File: src/rtl/wm_cycle_controller.sv
// Washing-machine cycle controller: coins, fill/heat timeouts, rinse passes,
// fault retry and lockout. Optional prewash phase enabled by WM_PREWASH_EN.
module wm_cycle_controller #(
    parameter int COIN_PRICE   = 2,
    parameter int COIN_W       = 4,
    parameter int TIMER_W      = 16,
    parameter int FILL_TIMEOUT = 1000,
    parameter int HEAT_TIMEOUT = 2000,
    parameter int RINSE_COUNT  = 2,
    parameter int MAX_RETRIES  = 3
) (
    input  logic clock,
    input  logic reset_n,
    input  logic sig_Coin,
    input  logic sig_Cancel,
    input  logic sig_Lid_Closed,
    input  logic sig_Full,
    input  logic sig_Temperature,
    input  logic sig_Wash_Completed,
    input  logic sig_Rinse_Completed,
    input  logic sig_Spin_Completed,
    input  logic sig_Out_Of_Balance,
    input  logic sig_Motor_Failure,
`ifdef WM_PREWASH_EN
    input  logic sig_Prewash_Completed,
`endif
    input  logic fault_Ack,
    output logic [3:0] state,
    output logic [COIN_W-1:0] coins_held,
    output logic [$clog2(RINSE_COUNT+1)-1:0] rinse_index,
    output logic [$clog2(MAX_RETRIES+1)-1:0] retry_count,
    output logic [2:0] fault_code,
    output logic water_Intake,
    output logic fault,
    output logic coin_Return,
    output logic done
);

    localparam int RI_W = $clog2(RINSE_COUNT + 1);
    localparam int RT_W = $clog2(MAX_RETRIES + 1);

    localparam logic [COIN_W-1:0]  PRICE      = COIN_W'(COIN_PRICE);
    localparam logic [TIMER_W-1:0] FILL_LIM   = TIMER_W'(FILL_TIMEOUT - 1);
    localparam logic [TIMER_W-1:0] HEAT_LIM   = TIMER_W'(HEAT_TIMEOUT - 1);
    localparam logic [RI_W-1:0]    RINSE_LAST = RI_W'(RINSE_COUNT - 1);
    localparam logic [RT_W-1:0]    RETRY_MAX  = RT_W'(MAX_RETRIES);

    localparam logic [2:0] FC_NONE = 3'd0;
    localparam logic [2:0] FC_FILL = 3'd1;
    localparam logic [2:0] FC_HEAT = 3'd2;
    localparam logic [2:0] FC_OOB  = 3'd3;
    localparam logic [2:0] FC_MOT  = 3'd4;
    localparam logic [2:0] FC_LID  = 3'd5;

    typedef enum logic [3:0] {
        S_IDLE    = 4'd0,
        S_READY   = 4'd1,
        S_FILL    = 4'd2,
        S_HEAT    = 4'd3,
        S_WASH    = 4'd4,
        S_RINSE   = 4'd5,
        S_SPIN    = 4'd6,
        S_FAULT   = 4'd7,
        S_LOCKOUT = 4'd8,
        S_PREWASH = 4'd9
    } state_t;

`ifdef WM_PREWASH_EN
    localparam state_t HEAT_NEXT = S_PREWASH;
`else
    localparam state_t HEAT_NEXT = S_WASH;
`endif

    state_t state_q, state_d;
    logic [COIN_W-1:0]  coins_q, coins_d;
    logic [TIMER_W-1:0] timer_q, timer_d;
    logic [RI_W-1:0]    rinse_q, rinse_d;
    logic [RT_W-1:0]    retry_q, retry_d;
    logic [2:0]         code_q, code_d;
    logic               coin_q;
    logic               cret_q, cret_d;
    logic               done_q, done_d;
    logic               restart;
    logic               coin_rise;
    logic               running;

    // Edge-detect the coin input against its registered copy.
    assign coin_rise = sig_Coin & ~coin_q;

    // Phases in which an open lid aborts the cycle.
    assign running = (state_q == S_FILL)  || (state_q == S_HEAT) ||
                     (state_q == S_WASH)  || (state_q == S_RINSE) ||
                     (state_q == S_SPIN)  || (state_q == S_PREWASH);

    // State, counters and output pulses register.
    always_ff @(posedge clock or negedge reset_n) begin
        if (!reset_n) begin
            state_q <= S_IDLE;
            coins_q <= '0;
            timer_q <= '0;
            rinse_q <= '0;
            retry_q <= '0;
            code_q  <= FC_NONE;
            coin_q  <= 1'b0;
            cret_q  <= 1'b0;
            done_q  <= 1'b0;
        end else begin
            state_q <= state_d;
            coins_q <= coins_d;
            timer_q <= timer_d;
            rinse_q <= rinse_d;
            retry_q <= retry_d;
            code_q  <= code_d;
            coin_q  <= sig_Coin;
            cret_q  <= cret_d;
            done_q  <= done_d;
        end
    end

    // Next-state, counter updates and pulse generation.
    always_comb begin
        state_d = state_q;
        coins_d = coins_q;
        rinse_d = rinse_q;
        retry_d = retry_q;
        code_d  = code_q;
        cret_d  = 1'b0;
        done_d  = 1'b0;
        restart = 1'b0;

        if (coin_rise && (coins_q != '1) &&
            ((state_q == S_IDLE) || (state_q == S_READY))) begin
            coins_d = coins_q + 1'b1;
        end

        if (running && !sig_Lid_Closed) begin
            state_d = S_FAULT;
            code_d  = FC_LID;
        end else begin
            unique case (state_q)
                S_IDLE: begin
                    if (coins_q >= PRICE) begin
                        state_d = S_READY;
                    end
                end
                S_READY: begin
                    if (sig_Cancel) begin
                        state_d = S_IDLE;
                        cret_d  = 1'b1;
                        coins_d = '0;
                        retry_d = '0;
                        code_d  = FC_NONE;
                    end else if (sig_Lid_Closed) begin
                        state_d = S_FILL;
                        coins_d = '0;
                    end
                end
                S_FILL: begin
                    if (sig_Full) begin
                        state_d = S_HEAT;
                    end else if (timer_q == FILL_LIM) begin
                        state_d = S_FAULT;
                        code_d  = FC_FILL;
                    end
                end
                S_HEAT: begin
                    if (sig_Temperature) begin
                        state_d = HEAT_NEXT;
                    end else if (timer_q == HEAT_LIM) begin
                        state_d = S_FAULT;
                        code_d  = FC_HEAT;
                    end
                end
`ifdef WM_PREWASH_EN
                S_PREWASH: begin
                    if (sig_Prewash_Completed) begin
                        state_d = S_WASH;
                    end else if (sig_Out_Of_Balance) begin
                        state_d = S_FAULT;
                        code_d  = FC_OOB;
                    end
                end
`endif
                S_WASH: begin
                    if (sig_Wash_Completed) begin
                        state_d = S_RINSE;
                        rinse_d = '0;
                    end else if (sig_Out_Of_Balance) begin
                        state_d = S_FAULT;
                        code_d  = FC_OOB;
                    end
                end
                S_RINSE: begin
                    if (sig_Rinse_Completed) begin
                        if (rinse_q == RINSE_LAST) begin
                            state_d = S_SPIN;
                        end else begin
                            rinse_d = rinse_q + 1'b1;
                            restart = 1'b1;
                        end
                    end else if (sig_Motor_Failure) begin
                        state_d = S_FAULT;
                        code_d  = FC_MOT;
                    end
                end
                S_SPIN: begin
                    if (sig_Spin_Completed) begin
                        state_d = S_IDLE;
                        done_d  = 1'b1;
                        retry_d = '0;
                        code_d  = FC_NONE;
                    end else if (sig_Motor_Failure) begin
                        state_d = S_FAULT;
                        code_d  = FC_MOT;
                    end else if (sig_Out_Of_Balance) begin
                        state_d = S_FAULT;
                        code_d  = FC_OOB;
                    end
                end
                S_FAULT: begin
                    if (fault_Ack) begin
                        if (retry_q == RETRY_MAX) begin
                            state_d = S_LOCKOUT;
                        end else begin
                            state_d = S_READY;
                            retry_d = retry_q + 1'b1;
                        end
                    end
                end
                S_LOCKOUT: begin
                    state_d = S_LOCKOUT;
                end
                default: begin
                    state_d = S_IDLE;
                end
            endcase
        end

        if ((state_d != state_q) || restart) begin
            timer_d = '0;
        end else if (timer_q != '1) begin
            timer_d = timer_q + 1'b1;
        end else begin
            timer_d = timer_q;
        end
    end

    assign state        = state_q;
    assign coins_held   = coins_q;
    assign rinse_index  = rinse_q;
    assign retry_count  = retry_q;
    assign fault_code   = code_q;
    assign water_Intake = (state_q == S_FILL) || (state_q == S_RINSE);
    assign fault        = (state_q == S_FAULT) || (state_q == S_LOCKOUT);
    assign coin_Return  = cret_q;
    assign done         = done_q;

endmodule
File: config.mk
export PLATFORM = sky130hd
export DESIGN_NAME = wm_cycle_controller
export DESIGN_NICKNAME = d
export VERILOG_FILES = /design/src/rtl/wm_cycle_controller.sv
export SDC_FILE = /design/constraint.sdc
export NUM_CORES = 1
export LEC_CHECK = 0
export CELL_PAD_IN_SITES_DETAIL_PLACEMENT = 0
export CELL_PAD_IN_SITES_GLOBAL_PLACEMENT = 1
export CORE_MARGIN = 5
export CORE_UTILIZATION = 38
export CTS_CLUSTER_SIZE = 10
export DETAILED_ROUTE_END_ITERATION = 16
export PLACE_DENSITY = 0.76
export SLEW_MARGIN = 25
export SYNTH_ARGS = -nofsm -noshare
export SYNTH_HDL_FRONTEND = slang
export SYNTH_SLANG_ARGS = --single-unit
File: constraint.sdc
create_clock -name clock -period 2.4 [get_ports clock]
set_input_delay 0.24 -clock clock [delete_from_list [all_inputs] [get_ports clock]]
set_output_delay 0.24 -clock clock [all_outputs]
set_load 0.01 [all_outputs]
==> results of run 1 <==
## power by group through the flow
stage	registers, mW	logic, mW	clock network (mW)
floorplan	0.837	1.07	0
global placement	0.793	2.13	0
detailed placement	0.800	2.15	0
CTS	0.792	2.27	0.445
global route	0.808	2.79	0.469
finish	0.795	2.58	0.430
## cell usage after synthesis (3+ instances only)
cell | number | area [µm²]
sky130_fd_sc_hd__or4_1 | 3 | 22.5
sky130_fd_sc_hd__nor2_1 | 21 | 78.8
sky130_fd_sc_hd__nor4b_1 | 5 | 43.8
sky130_fd_sc_hd__o21ai_0 | 14 | 70.1
sky130_fd_sc_hd__nand2_1 | 17 | 63.8
sky130_fd_sc_hd__nor2b_1 | 4 | 25.0
sky130_fd_sc_hd__dfrtp_1 | 34 | 851
sky130_fd_sc_hd__a31oi_1 | 5 | 31.3
sky130_fd_sc_hd__and4_1 | 3 | 26.3
sky130_fd_sc_hd__o31ai_1 | 4 | 30.0
sky130_fd_sc_hd__and3_1 | 5 | 31.3
sky130_fd_sc_hd__and2_1 | 3 | 18.8
sky130_fd_sc_hd__a21oi_1 | 5 | 25.0
sky130_fd_sc_hd__nand4_1 | 5 | 31.3
sky130_fd_sc_hd__nor3_1 | 16 | 80.1
sky130_fd_sc_hd__or3_1 | 3 | 18.8
sky130_fd_sc_hd__buf_2 | 4 | 20.0
sky130_fd_sc_hd__mux2i_1 | 5 | 50.1
sky130_fd_sc_hd__ha_1 | 5 | 62.6
sky130_fd_sc_hd__nor4bb_1 | 3 | 30.0
sky130_fd_sc_hd__nand2b_1 | 5 | 31.3
sky130_fd_sc_hd__nand3_1 | 15 | 75.1
sky130_fd_sc_hd__nor4_1 | 5 | 31.3
sky130_fd_sc_hd__inv_1 | 9 | 33.8
sky130_fd_sc_hd__o21a_1 | 3 | 22.5
sky130_fd_sc_hd__xor2_1 | 10 | 87.6
## worst max-delay path by stage
stage | start | to | depth (start not counted)
3_3_place_gp | sig_Rinse_Completed | timer_q[2] | 8
3_5_place_dp | sig_Rinse_Completed | timer_q[10] | 8
4_1_cts | state[3] | timer_q[11] | 8
6_report | state[0] | timer_q[15] | 7
2_1_floorplan | timer_q[13] | timer_q[10] | 7
5_1_grt | state[0] | timer_q[15] | 7
## flip-flops by register name (all words and copies together), names as in the netlist
signal       cells
state            4
rinse_index      2
coin_Return      1
done             1
coins_held       4
coin_q           1
retry_count      2
timer_q         16
fault_code       3
## critical path: stages (launching register included)
cell	delay [ps]
sky130_fd_sc_hd__dfrtp_2	450
sky130_fd_sc_hd__nor4bb_1	180
sky130_fd_sc_hd__a22o_1	260
sky130_fd_sc_hd__or4_4	560
sky130_fd_sc_hd__nor4_4	340
sky130_fd_sc_hd__o22ai_4	190
sky130_fd_sc_hd__buf_4	180
sky130_fd_sc_hd__nor3_2	130
## per-layer routing
layer | routed length, µm | vias to the layer above | part of all wire | GRT usage
li1 | - | 1145 | - | -
met5 | 0 | - | 0 | 0
met4 | 72 | 0 | 0.010 | 0.0440
met1 | 3200 | 1156 | 0.46 | 0.247
met3 | 361 | 8 | 0.052 | 0.0405
met2 | 3360 | 71 | 0.48 | 0.286
## through the flow
step | hold WS [ps] | util | std cells | setup slack, ps | setup TNS (ps)
final | 367 | 0.581 | 425 | 27.3 | 0
after global routing | 411 | 0.581 | 425 | -61.3 | -458
after CTS | 395 | 0.546 | 420 | 6.21 | 0
after detailed placement | 504 | 0.524 | 412 | -247 | -2990
after global placement | 502 | 0.524 | 412 | -157 | -1980
after floorplan | -55.6 | - | 257 | 10.3 | 0
## cell type report
| class | instances | area, µm² |
|---|---|---|
| clock buffers | 6 | 82.6 |
| multi-input cells | 202 | 1530 |
| well taps | 75 | 93.8 |
| repair buffers | 99 | 845 |
| fillers | 526 | 2480 |
| flip-flops and latches | 34 | 855 |
| inverters | 9 | 33.8 |
## cell families after synthesis
group                    share of synthesized area
AO/OA/AOI/OAI                                0.151
XOR/XNOR                                    0.0453
adder cells (fa/ha/maj)                     0.0269
buffers and inverters                       0.0550
flip-flops                                   0.366
multiplexers                                0.0313
AND/OR/NAND/NOR                              0.324
## what timing repair did
| action | CTS | global route |
|---|---|---|
| setup endpoints to repair | 18 | 18 |
| resized for setup | 7 | 36 |
| setup buffers | 3 | 5 |
| pin swaps | 3 | 14 |
==> impl_table.tex, run 1 <==
\begin{tabular}{lr}
\hline
Metric & Value \\
\hline
\multicolumn{2}{l}{\textbf{Run status}} \\
Outcome & finished clean \\
\multicolumn{2}{l}{\textbf{Clocking}} \\
Quantity of hold-fixing buffers added after cts & 0 \\
H-tree level count & 2 \\
Number of buffers added by the clock tree synthesis step & 5 \\
Source-to-sink clock delay at the later pin of the worst-skew pair & 290 ps \\
Root buffer cell & sky130\_fd\_sc\_hd\_\_clkbuf\_8 \\
Clock sink count & 34 \\
Clk buf depth & 2 \\
TritonCTS clock tree & done \\
Clock transition time at the flip-flop clock pins of the worst setup and hold paths & 80 ps \\
\multicolumn{2}{l}{\textbf{Floorplan}} \\
Total number of placement rows & 28 \\
Die height & 88.2 µm \\
Area enclosed by the die boundary & 7770 µm² \\
Starting Density & 0.392 \\
Top-level I/O count & 32 \\
Horiz. Die Dim & 88.2 µm \\
Area of the placeable core & 5920 µm² \\
\multicolumn{2}{l}{\textbf{Finish}} \\
Layout cell share with drive strength beyond 1 & 0.334 \\
Post-layout instance area & 3440 µm² \\
Diodes inserted & 0 \\
Synthesis-to-layout area growth & 48.2\% \\
Commonest cells after routing, fill and taps aside & sky130\_fd\_sc\_hd\_\_buf\_4, sky130\_fd\_sc\_hd\_\_dfrtp\_1, sky130\_fd\_sc\_hd\_\_clkdlybuf4s50\_1, sky130\_fd\_sc\_hd\_\_nor2\_1, sky130\_fd\_sc\_hd\_\_nand2\_1 \\
Leading cell type in the layout, fill and taps excluded & sky130\_fd\_sc\_hd\_\_buf\_4 \\
Final \#Nets & 369 \\
\multicolumn{2}{l}{\textbf{Logic synthesis}} \\
Synthesized net count & 275 \\
Top flip-flop cell by instance count after synthesis & sky130\_fd\_sc\_hd\_\_dfrtp\_1 \\
Syn avg cell area & 9.04 µm² \\
Post-synth EDFFs & 0 \\
Total of flip-flops plus latches after synthesis & 34 \\
Yosys warning count & 0 \\
Mapped Area & 2320 µm² \\
Seq/Total Area, Yosys & 0.366 \\
Number of distinct standard cells referenced by the synthesized netlist & 60 \\
Post-synth ARST share & 1.00 \\
Count of mapped cells out of synthesis & 257 \\
\multicolumn{2}{l}{\textbf{GRT}} \\
Number of antenna violations at the first check in global routing & 0 \\
Global routing usage summed across all routing layers & 0.179 \\
Vias in the first global route & 2,261 \\
Total congestion overflow after global routing & 0 \\
Pin count of the biggest net entering global routing & 35 \\
Wire length of the first global-routing pass & 10,900 µm \\
\multicolumn{2}{l}{\textbf{STA}} \\
Final period demand of the worst path & 2370 ps \\
Headroom to the max-slew limit & 0.591 \\
RSZ-0062 raised after global routing & true \\
Maximum frequency from static timing analysis & 0.421 GHz \\
Count of endpoints failing hold in the final timing report & 0 \\
Slew at the pin closest to its max-slew limit & 608 ps \\
Final number of setup-violating endpoints & 0 \\
Post-route fraction of the period consumed by the critical path & 0.989 \\
Count of pins over their slew limit & 0 \\
Largest clock skew in the final design & 10.8 ps \\
\multicolumn{2}{l}{\textbf{Setup path}} \\
Worst Path Arrival & 2580 ps \\
End of the worst register-to-register path & timer\_q[15] \\
Largest fanout of any net on the critical path & 7 \\
Worst reg2reg setup slack & 30 ps \\
Endpoint required time on the critical path & 2610 ps \\
Critical path start-end classification & flip-flop to flip-flop \\
Startpoint types & flip-flop \\
Type of element capturing the critical path & flip-flop \\
Reg2Reg Launch Point & state[0] \\
Reg2reg path depth & 7 \\
\multicolumn{2}{l}{\textbf{Power and ir drop}} \\
Power per unit of standard cell area & 1110 nW/µm² \\
Clock power share & 0.113 \\
Highest ir drop seen on vdd & 0.563 mV \\
Total internal power & 2.19 mW \\
Switching part of the total & 0.424 \\
Total power after layout & 3.81 mW \\
Static leakage power & 1.52 nW \\
Sequential group share of total power & 0.209 \\
Net switching power of the design & 1.61 mW \\
Logic gate share of total power & 0.679 \\
\multicolumn{2}{l}{\textbf{Placement}} \\
Routability-driven placement congestion ratio & 0.861 \\
Number of I/O port buffers & 31 \\
Post-DP HPWL & 4890 µm \\
DP Area & 3100 µm² \\
\multicolumn{2}{l}{\textbf{Route}} \\
Via count & 2,380 \\
Post-DRT Antenna Nets & 0 \\
Drt drc & 0 \\
Routed len/inst & 16.5 µm \\
Per-cell via count in the routed design & 5.60 \\
Number of DRC markers after the initial detailed-route iteration & 139 \\
Total routed wirelength & 7000 µm \\
Router iterations before antenna repair & 4 \\
\multicolumn{2}{l}{\textbf{Job}} \\
Max cap viols & 0 \\
\multicolumn{2}{l}{\textbf{Worst hold path}} \\
Hold Path Class & primary input to async pin \\
\hline
\end{tabular}
Power figures use the tool's default switching activity.
==> inputs of run 2 (changes only) <==
--- a/config.mk
+++ b/config.mk
@@ -7,7 +7,7 @@
 export LEC_CHECK = 0
 export CELL_PAD_IN_SITES_DETAIL_PLACEMENT = 0
 export CELL_PAD_IN_SITES_GLOBAL_PLACEMENT = 1
-export CORE_MARGIN = 5
+export CORE_MARGIN = 2
 export CORE_UTILIZATION = 38
 export CTS_CLUSTER_SIZE = 10
 export DETAILED_ROUTE_END_ITERATION = 16
==> run 2 against run 1 <==
Net effect:
- via count is 2.9% lower
- power down 2.6%
- cell count is 0.47% lower
- flip-flop and latch count stayed put
- register-to-register slack improved by 40 ps
- non-clock buffer count is 4 lower
- sequential share of layout area up 0.52 points
- clock skew fell by 4.2 ps
==> impl_table.tex, run 2 (synthesized netlist as in run 1, its figures left out) <==
\begin{tabular}{lr}
\hline
Metric & Value \\
\hline
\multicolumn{2}{l}{\textbf{STA}} \\
Headroom to the max-slew limit & 0.691 \\
Minimum hold slack & 351 ps \\
Largest clock skew in the final design & 6.62 ps \\
Final period demand of the worst path & 2330 ps \\
Final number of setup-violating endpoints & 0 \\
Maximum frequency from static timing analysis & 0.429 GHz \\
Final worst-path setup slack & 66.3 ps \\
Count of endpoints failing hold in the final timing report & 0 \\
Slew at the pin closest to its max-slew limit & 463 ps \\
Post-route fraction of the period consumed by the critical path & 0.972 \\
Count of pins over their slew limit & 0 \\
RSZ-0062 raised after global routing & true \\
\multicolumn{2}{l}{\textbf{Placement}} \\
Routability-driven placement congestion ratio & 0.867 \\
Number of I/O port buffers & 31 \\
DP Area & 3080 µm² \\
Worst slack at placement & -162 ps \\
Post-DP HPWL & 4810 µm \\
\multicolumn{2}{l}{\textbf{Setup path}} \\
Type of element capturing the critical path & flip-flop \\
Reg2Reg Launch Point & timer\_q[15] \\
Startpoint types & flip-flop \\
Worst Path Arrival & 2560 ps \\
Critical path start-end classification & flip-flop to flip-flop \\
Crit path from & timer\_q[15] \\
Largest fanout of any net on the critical path & 4 \\
Endpoint required time on the critical path & 2630 ps \\
\multicolumn{2}{l}{\textbf{Finish}} \\
Synthesis-to-layout area growth & 45.0\% \\
Post-layout instance area & 3370 µm² \\
Register with the most flip-flops & timer\_q \\
Diodes inserted & 0 \\
Max reg flops & 16 \\
Final Core Density & 0.569 \\
Leading cell type in the layout, fill and taps excluded & sky130\_fd\_sc\_hd\_\_buf\_4 \\
Layout cell share with drive strength beyond 1 & 0.310 \\
Commonest cells after routing, fill and taps aside & sky130\_fd\_sc\_hd\_\_buf\_4, sky130\_fd\_sc\_hd\_\_dfrtp\_1, sky130\_fd\_sc\_hd\_\_clkdlybuf4s50\_1, sky130\_fd\_sc\_hd\_\_nor2\_1, sky130\_fd\_sc\_hd\_\_nand2\_1 \\
Final \#Nets & 365 \\
\multicolumn{2}{l}{\textbf{Power and ir drop}} \\
Total power after layout & 3.71 mW \\
Static leakage power & 1.47 nW \\
Highest ir drop seen on vdd & 0.542 mV \\
Power per unit of standard cell area & 1100 nW/µm² \\
\multicolumn{2}{l}{\textbf{Run status}} \\
Outcome & finished clean \\
\multicolumn{2}{l}{\textbf{GRT}} \\
Pin count of the biggest net entering global routing & 35 \\
Wire length of the first global-routing pass & 10,600 µm \\
Global routing usage summed across all routing layers & 0.208 \\
Vias in the first global route & 2,172 \\
Total congestion overflow after global routing & 0 \\
Number of antenna violations at the first check in global routing & 0 \\
\multicolumn{2}{l}{\textbf{Clocking}} \\
Source-to-sink clock delay at the later pin of the worst-skew pair & 290 ps \\
TritonCTS clock tree & done \\
Clk buf depth & 2 \\
Number of buffers added by the clock tree synthesis step & 5 \\
Quantity of hold-fixing buffers added after cts & 0 \\
Clock transition time at the flip-flop clock pins of the worst setup and hold paths & 80 ps \\
Root buffer cell & sky130\_fd\_sc\_hd\_\_clkbuf\_8 \\
H-tree level count & 2 \\
Clock sink count & 34 \\
\multicolumn{2}{l}{\textbf{Route}} \\
Number of DRC markers after the initial detailed-route iteration & 144 \\
Router iterations before antenna repair & 4 \\
Drt drc & 0 \\
Post-DRT Antenna Nets & 0 \\
Routed len/inst & 16.0 µm \\
Via count & 2,312 \\
Total routed wirelength & 6770 µm \\
Per-cell via count in the routed design & 5.47 \\
\multicolumn{2}{l}{\textbf{Floorplan}} \\
Area enclosed by the die boundary & 6750 µm² \\
Horiz. Die Dim & 82.2 µm \\
Total number of placement rows & 28 \\
Area of the placeable core & 5920 µm² \\
Starting Density & 0.392 \\
Die height & 82.2 µm \\
Top-level I/O count & 32 \\
\multicolumn{2}{l}{\textbf{Job}} \\
Max cap viols & 0 \\
\multicolumn{2}{l}{\textbf{Worst hold path}} \\
Hold Path Class & primary input to async pin \\
\hline
\end{tabular}
## run 2: cell count changes in the layout (fill, tap and decap cells not counted), moves of 2 or more
| cell | change |
|---|---|
| sky130_fd_sc_hd__nor3_2 | -7 |
| sky130_fd_sc_hd__nor3_1 | +11 |
| sky130_fd_sc_hd__nor3_4 | -4 |
| sky130_fd_sc_hd__buf_4 | -2 |
## run 2: per-stage QoR
stage	std cells	TNS, ps
final	423	0
after global routing	423	-242
after CTS	420	0
after detailed placement	410	-1450
after global placement	410	-548
after floorplan	257	0
## run 2: repair_timing
| item | CTS | global route |
|---|---|---|
| pin swaps | 4 | 8 |
| endpoints found under the setup margin | 18 | 17 |
| setup buffers | 2 | 3 |
| gates resized for setup | 6 | 28 |
## run 2: metal layers
| layer | vias to the layer above | part of all wire | routed length [µm] | global-route usage |
|---|---|---|---|---|
| met5 | - | 0 | 0 | 0 |
| met4 | 0 | 0.019 | 126 | 0.0683 |
| met3 | 11 | 0.045 | 304 | 0.0413 |
| met2 | 49 | 0.46 | 3100 | 0.309 |
| met1 | 1106 | 0.48 | 3240 | 0.303 |
| li1 | 1146 | - | - | - |
## run 2: power breakdown
group | switching [mW] | total (mW) | internal [mW] | leakage, nW
combinational | 1.22 | 2.49 | 1.27 | 0.980
sequential | 0.0992 | 0.788 | 0.688 | 0.448
clock | 0.229 | 0.434 | 0.205 | 0.0452
## run 2: cell type report
type	count	area, µm²
fill	529	2550
timing repair buffer	95	801
multi-input combinational	202	1500
inverter	9	33.8
sequential	34	853
clock buffer	6	72.6
clock inverter	2	13.8
tap	75	93.8
## run 2: final timing paths
check | slack, ps | endpoint | cells past startpoint
min in group clock | 420 | coin_q | 1
max in group asynchronous | 1690 | state[0] | 2
setup reg to reg | 70 | fault_code[2] | 6
hold / removal | 350 | done | 2
hold reg to reg | 520 | retry_count[0] | 1
setup / recovery | 70 | fault_code[2] | 6
## run 2: worst max-delay path, cell delays in order, from the launching register on
cell	delay, ps
sky130_fd_sc_hd__dfrtp_1	380
sky130_fd_sc_hd__or4_4	550
sky130_fd_sc_hd__or4_4	600
sky130_fd_sc_hd__o21bai_4	140
sky130_fd_sc_hd__nand3_2	100
sky130_fd_sc_hd__or4_1	410
sky130_fd_sc_hd__nand3_1	90
==> inputs of run 3 (changes only) <==
--- a/config.mk
+++ b/config.mk
@@ -11,7 +11,7 @@
 export CORE_UTILIZATION = 38
 export CTS_CLUSTER_SIZE = 10
 export DETAILED_ROUTE_END_ITERATION = 16
-export PLACE_DENSITY = 0.76
+export PLACE_DENSITY = 0.87
 export SLEW_MARGIN = 25
 export SYNTH_ARGS = -nofsm -noshare
 export SYNTH_HDL_FRONTEND = slang
==> run 3 against run 2 <==
Net effect:
- die area unchanged
- largest cell class unchanged
- global-route usage hardly changed
- critical path type unchanged
- hold slack improved by 24 ps
- power grew 2.5%
- first-iteration DRC count grew 7.6%
- design area rose by 1.3%
- clock power rose by 49%
- fmax shrank 0.47%
- register-to-register slack about the same
- cell count is 0.24% lower
- flip-flop and latch count unchanged
==> impl_table.tex, run 3 (synthesized netlist as in run 1, its figures left out) <==
\begin{tabular}{lr}
\hline
Metric & Value \\
\hline
\multicolumn{2}{l}{\textbf{STA}} \\
RSZ-0062 raised after global routing & true \\
Count of endpoints failing hold in the final timing report & 0 \\
Slew at the pin closest to its max-slew limit & 526 ps \\
Post-route fraction of the period consumed by the critical path & 0.977 \\
Count of pins over their slew limit & 0 \\
Headroom to the max-slew limit & 0.646 \\
Largest clock skew in the final design & 9.11 ps \\
Final period demand of the worst path & 2340 ps \\
Final worst-path setup slack & 55.3 ps \\
Final number of setup-violating endpoints & 0 \\
Maximum frequency from static timing analysis & 0.426 GHz \\
\multicolumn{2}{l}{\textbf{Route}} \\
Number of DRC markers after the initial detailed-route iteration & 155 \\
Router iterations before antenna repair & 4 \\
Total routed wirelength & 6600 µm \\
Routed len/inst & 15.6 µm \\
Drt drc & 0 \\
Post-DRT Antenna Nets & 0 \\
Via count & 2,354 \\
Per-cell via count in the routed design & 5.58 \\
\multicolumn{2}{l}{\textbf{Setup path}} \\
Reg2reg path depth & 7 \\
End of the worst register-to-register path & timer\_q[13] \\
Type of element capturing the critical path & flip-flop \\
Worst Path Arrival & 2540 ps \\
Worst reg2reg setup slack & 60 ps \\
Reg2Reg Launch Point & state[0] \\
Largest fanout of any net on the critical path & 8 \\
Critical path start-end classification & flip-flop to flip-flop \\
Endpoint required time on the critical path & 2590 ps \\
Startpoint types & flip-flop \\
\multicolumn{2}{l}{\textbf{Finish}} \\
Final \#Nets & 364 \\
Register with the most flip-flops & timer\_q \\
Synthesis-to-layout area growth & 46.9\% \\
Diodes inserted & 0 \\
Max reg flops & 16 \\
Commonest cells after routing, fill and taps aside & sky130\_fd\_sc\_hd\_\_buf\_4, sky130\_fd\_sc\_hd\_\_dfrtp\_1, sky130\_fd\_sc\_hd\_\_clkdlybuf4s50\_1, sky130\_fd\_sc\_hd\_\_nor2\_1, sky130\_fd\_sc\_hd\_\_nand2\_1 \\
Leading cell type in the layout, fill and taps excluded & sky130\_fd\_sc\_hd\_\_buf\_4 \\
Layout cell share with drive strength beyond 1 & 0.300 \\
Fillers & 533 \\
\multicolumn{2}{l}{\textbf{Power and ir drop}} \\
Clock power share & 0.170 \\
Static leakage power & 1.50 nW \\
Net switching power of the design & 1.49 mW \\
Sequential group share of total power & 0.208 \\
Total power after layout & 3.80 mW \\
Power per unit of standard cell area & 1110 nW/µm² \\
Switching part of the total & 0.391 \\
Logic gate share of total power & 0.622 \\
Total internal power & 2.32 mW \\
Highest ir drop seen on vdd & 0.586 mV \\
\multicolumn{2}{l}{\textbf{Floorplan}} \\
Top-level I/O count & 32 \\
Area of the placeable core & 5920 µm² \\
Starting Density & 0.392 \\
Die height & 82.2 µm \\
Total number of placement rows & 28 \\
Area enclosed by the die boundary & 6750 µm² \\
Horiz. Die Dim & 82.2 µm \\
\multicolumn{2}{l}{\textbf{Run status}} \\
Outcome & finished clean \\
\multicolumn{2}{l}{\textbf{Clocking}} \\
Clk buf depth & 2 \\
Quantity of hold-fixing buffers added after cts & 0 \\
H-tree level count & 2 \\
Source-to-sink clock delay at the later pin of the worst-skew pair & 290 ps \\
Root buffer cell & sky130\_fd\_sc\_hd\_\_clkbuf\_8 \\
Clock transition time at the flip-flop clock pins of the worst setup and hold paths & 80 ps \\
Clock sink count & 34 \\
TritonCTS clock tree & done \\
Number of buffers added by the clock tree synthesis step & 5 \\
\multicolumn{2}{l}{\textbf{GRT}} \\
Vias in the first global route & 2,254 \\
Pin count of the biggest net entering global routing & 35 \\
Global routing usage summed across all routing layers & 0.209 \\
Wire length of the first global-routing pass & 10,800 µm \\
Total congestion overflow after global routing & 0 \\
Number of antenna violations at the first check in global routing & 0 \\
\multicolumn{2}{l}{\textbf{Placement}} \\
Post-DP HPWL & 4750 µm \\
Number of I/O port buffers & 31 \\
Routability-driven placement congestion ratio & 0.872 \\
Worst slack at placement & -221 ps \\
\multicolumn{2}{l}{\textbf{Job}} \\
Max cap viols & 0 \\
\multicolumn{2}{l}{\textbf{Worst hold path}} \\
Hold Path Class & primary input to async pin \\
\hline
\end{tabular}
-- run 3: cell types whose count changed in the layout (fill, tap and decap cells not counted), sizes merged --
| cell | previous run | this run |
|---|---|---|
| clkinv | 2 | 1 |
| buf | 64 | 63 |
| dlygate4sd2 | 1 | 0 |
| bufinv | 0 | 2 |
| dlymetal6s2s | 0 | 1 |
| clkbuf | 6 | 5 |
-- run 3: layout make-up --
cell class                 instances  area (µm²)  share of cell area
timing repair buffer              94         813               0.238
clock buffer                       5        68.8              0.0202
tap                               75        93.8              0.0275
sequential                        34         855               0.251
inverter                           9        33.8             0.00990
clock inverter                     3        68.8              0.0202
multi-input combinational        202        1480               0.433
-- run 3: how the worst max path moves through the flow --
stage / depth (start not counted) / startpoint / endpoint / slack, ps
final: 7 / state[0] / timer_q[13] / 60
after global routing: 9 / rinse_index[1] / timer_q[13] / -30
after CTS: 9 / state[0] / timer_q[13] / 9
after detailed placement: 8 / sig_Rinse_Completed / timer_q[14] / -220
after global placement: 8 / sig_Temperature / timer_q[13] / -110
after floorplan: 7 / timer_q[13] / timer_q[10] / 10
-- run 3: layer usage --
metal	routed length, µm	track usage	vias to the layer above
met1	3070	0.291	1147
met2	3130	0.323	62
met3	309	0.0424	9
met4	85	0.0700	0
li1	-	-	1136
met5	0	0	-
-- run 3: repair_timing --
action                     CTS  global route
setup endpoints to repair   18            18
pin swaps                    2             5
setup buffers                3             2
gates resized for setup      9            22
-- run 3: per-stage QoR --
step / instances / setup TNS [ps] / instance area [µm²] / util / hold WS [ps]
5_1_grt: 422 / -61.3 / 3410 / 0.576 / 408
3_5_place_dp: 409 / -1430 / 3080 / 0.520 / 517
6_report: 422 / 0 / 3410 / 0.576 / 375
3_3_place_gp: 409 / -373 / 3080 / 0.520 / 500
4_1_cts: 420 / 0 / 3290 / 0.555 / 391
2_1_floorplan: 257 / 0 / 2320 / - / -55.6
-- run 3: critical path, cell delays in order, from the launching register on --
cell and delay, ps:
sky130_fd_sc_hd__dfrtp_2 470, sky130_fd_sc_hd__nor4bb_1 180, sky130_fd_sc_hd__a22o_1 240, sky130_fd_sc_hd__or4_4 510, sky130_fd_sc_hd__nor4_4 300, sky130_fd_sc_hd__o22ai_2 120
sky130_fd_sc_hd__buf_6 160, sky130_fd_sc_hd__nor4_2 260
-- run 3: power groups by stage --
stage	Combinational [mW]	Clock (mW)	Sequential (mW)
2_1_floorplan	1.07	0	0.837
3_3_place_gp	2.06	0	0.785
3_5_place_dp	2.10	0	0.788
4_1_cts	2.20	0.662	0.781
5_1_grt	2.57	0.688	0.813
6_report	2.36	0.648	0.791
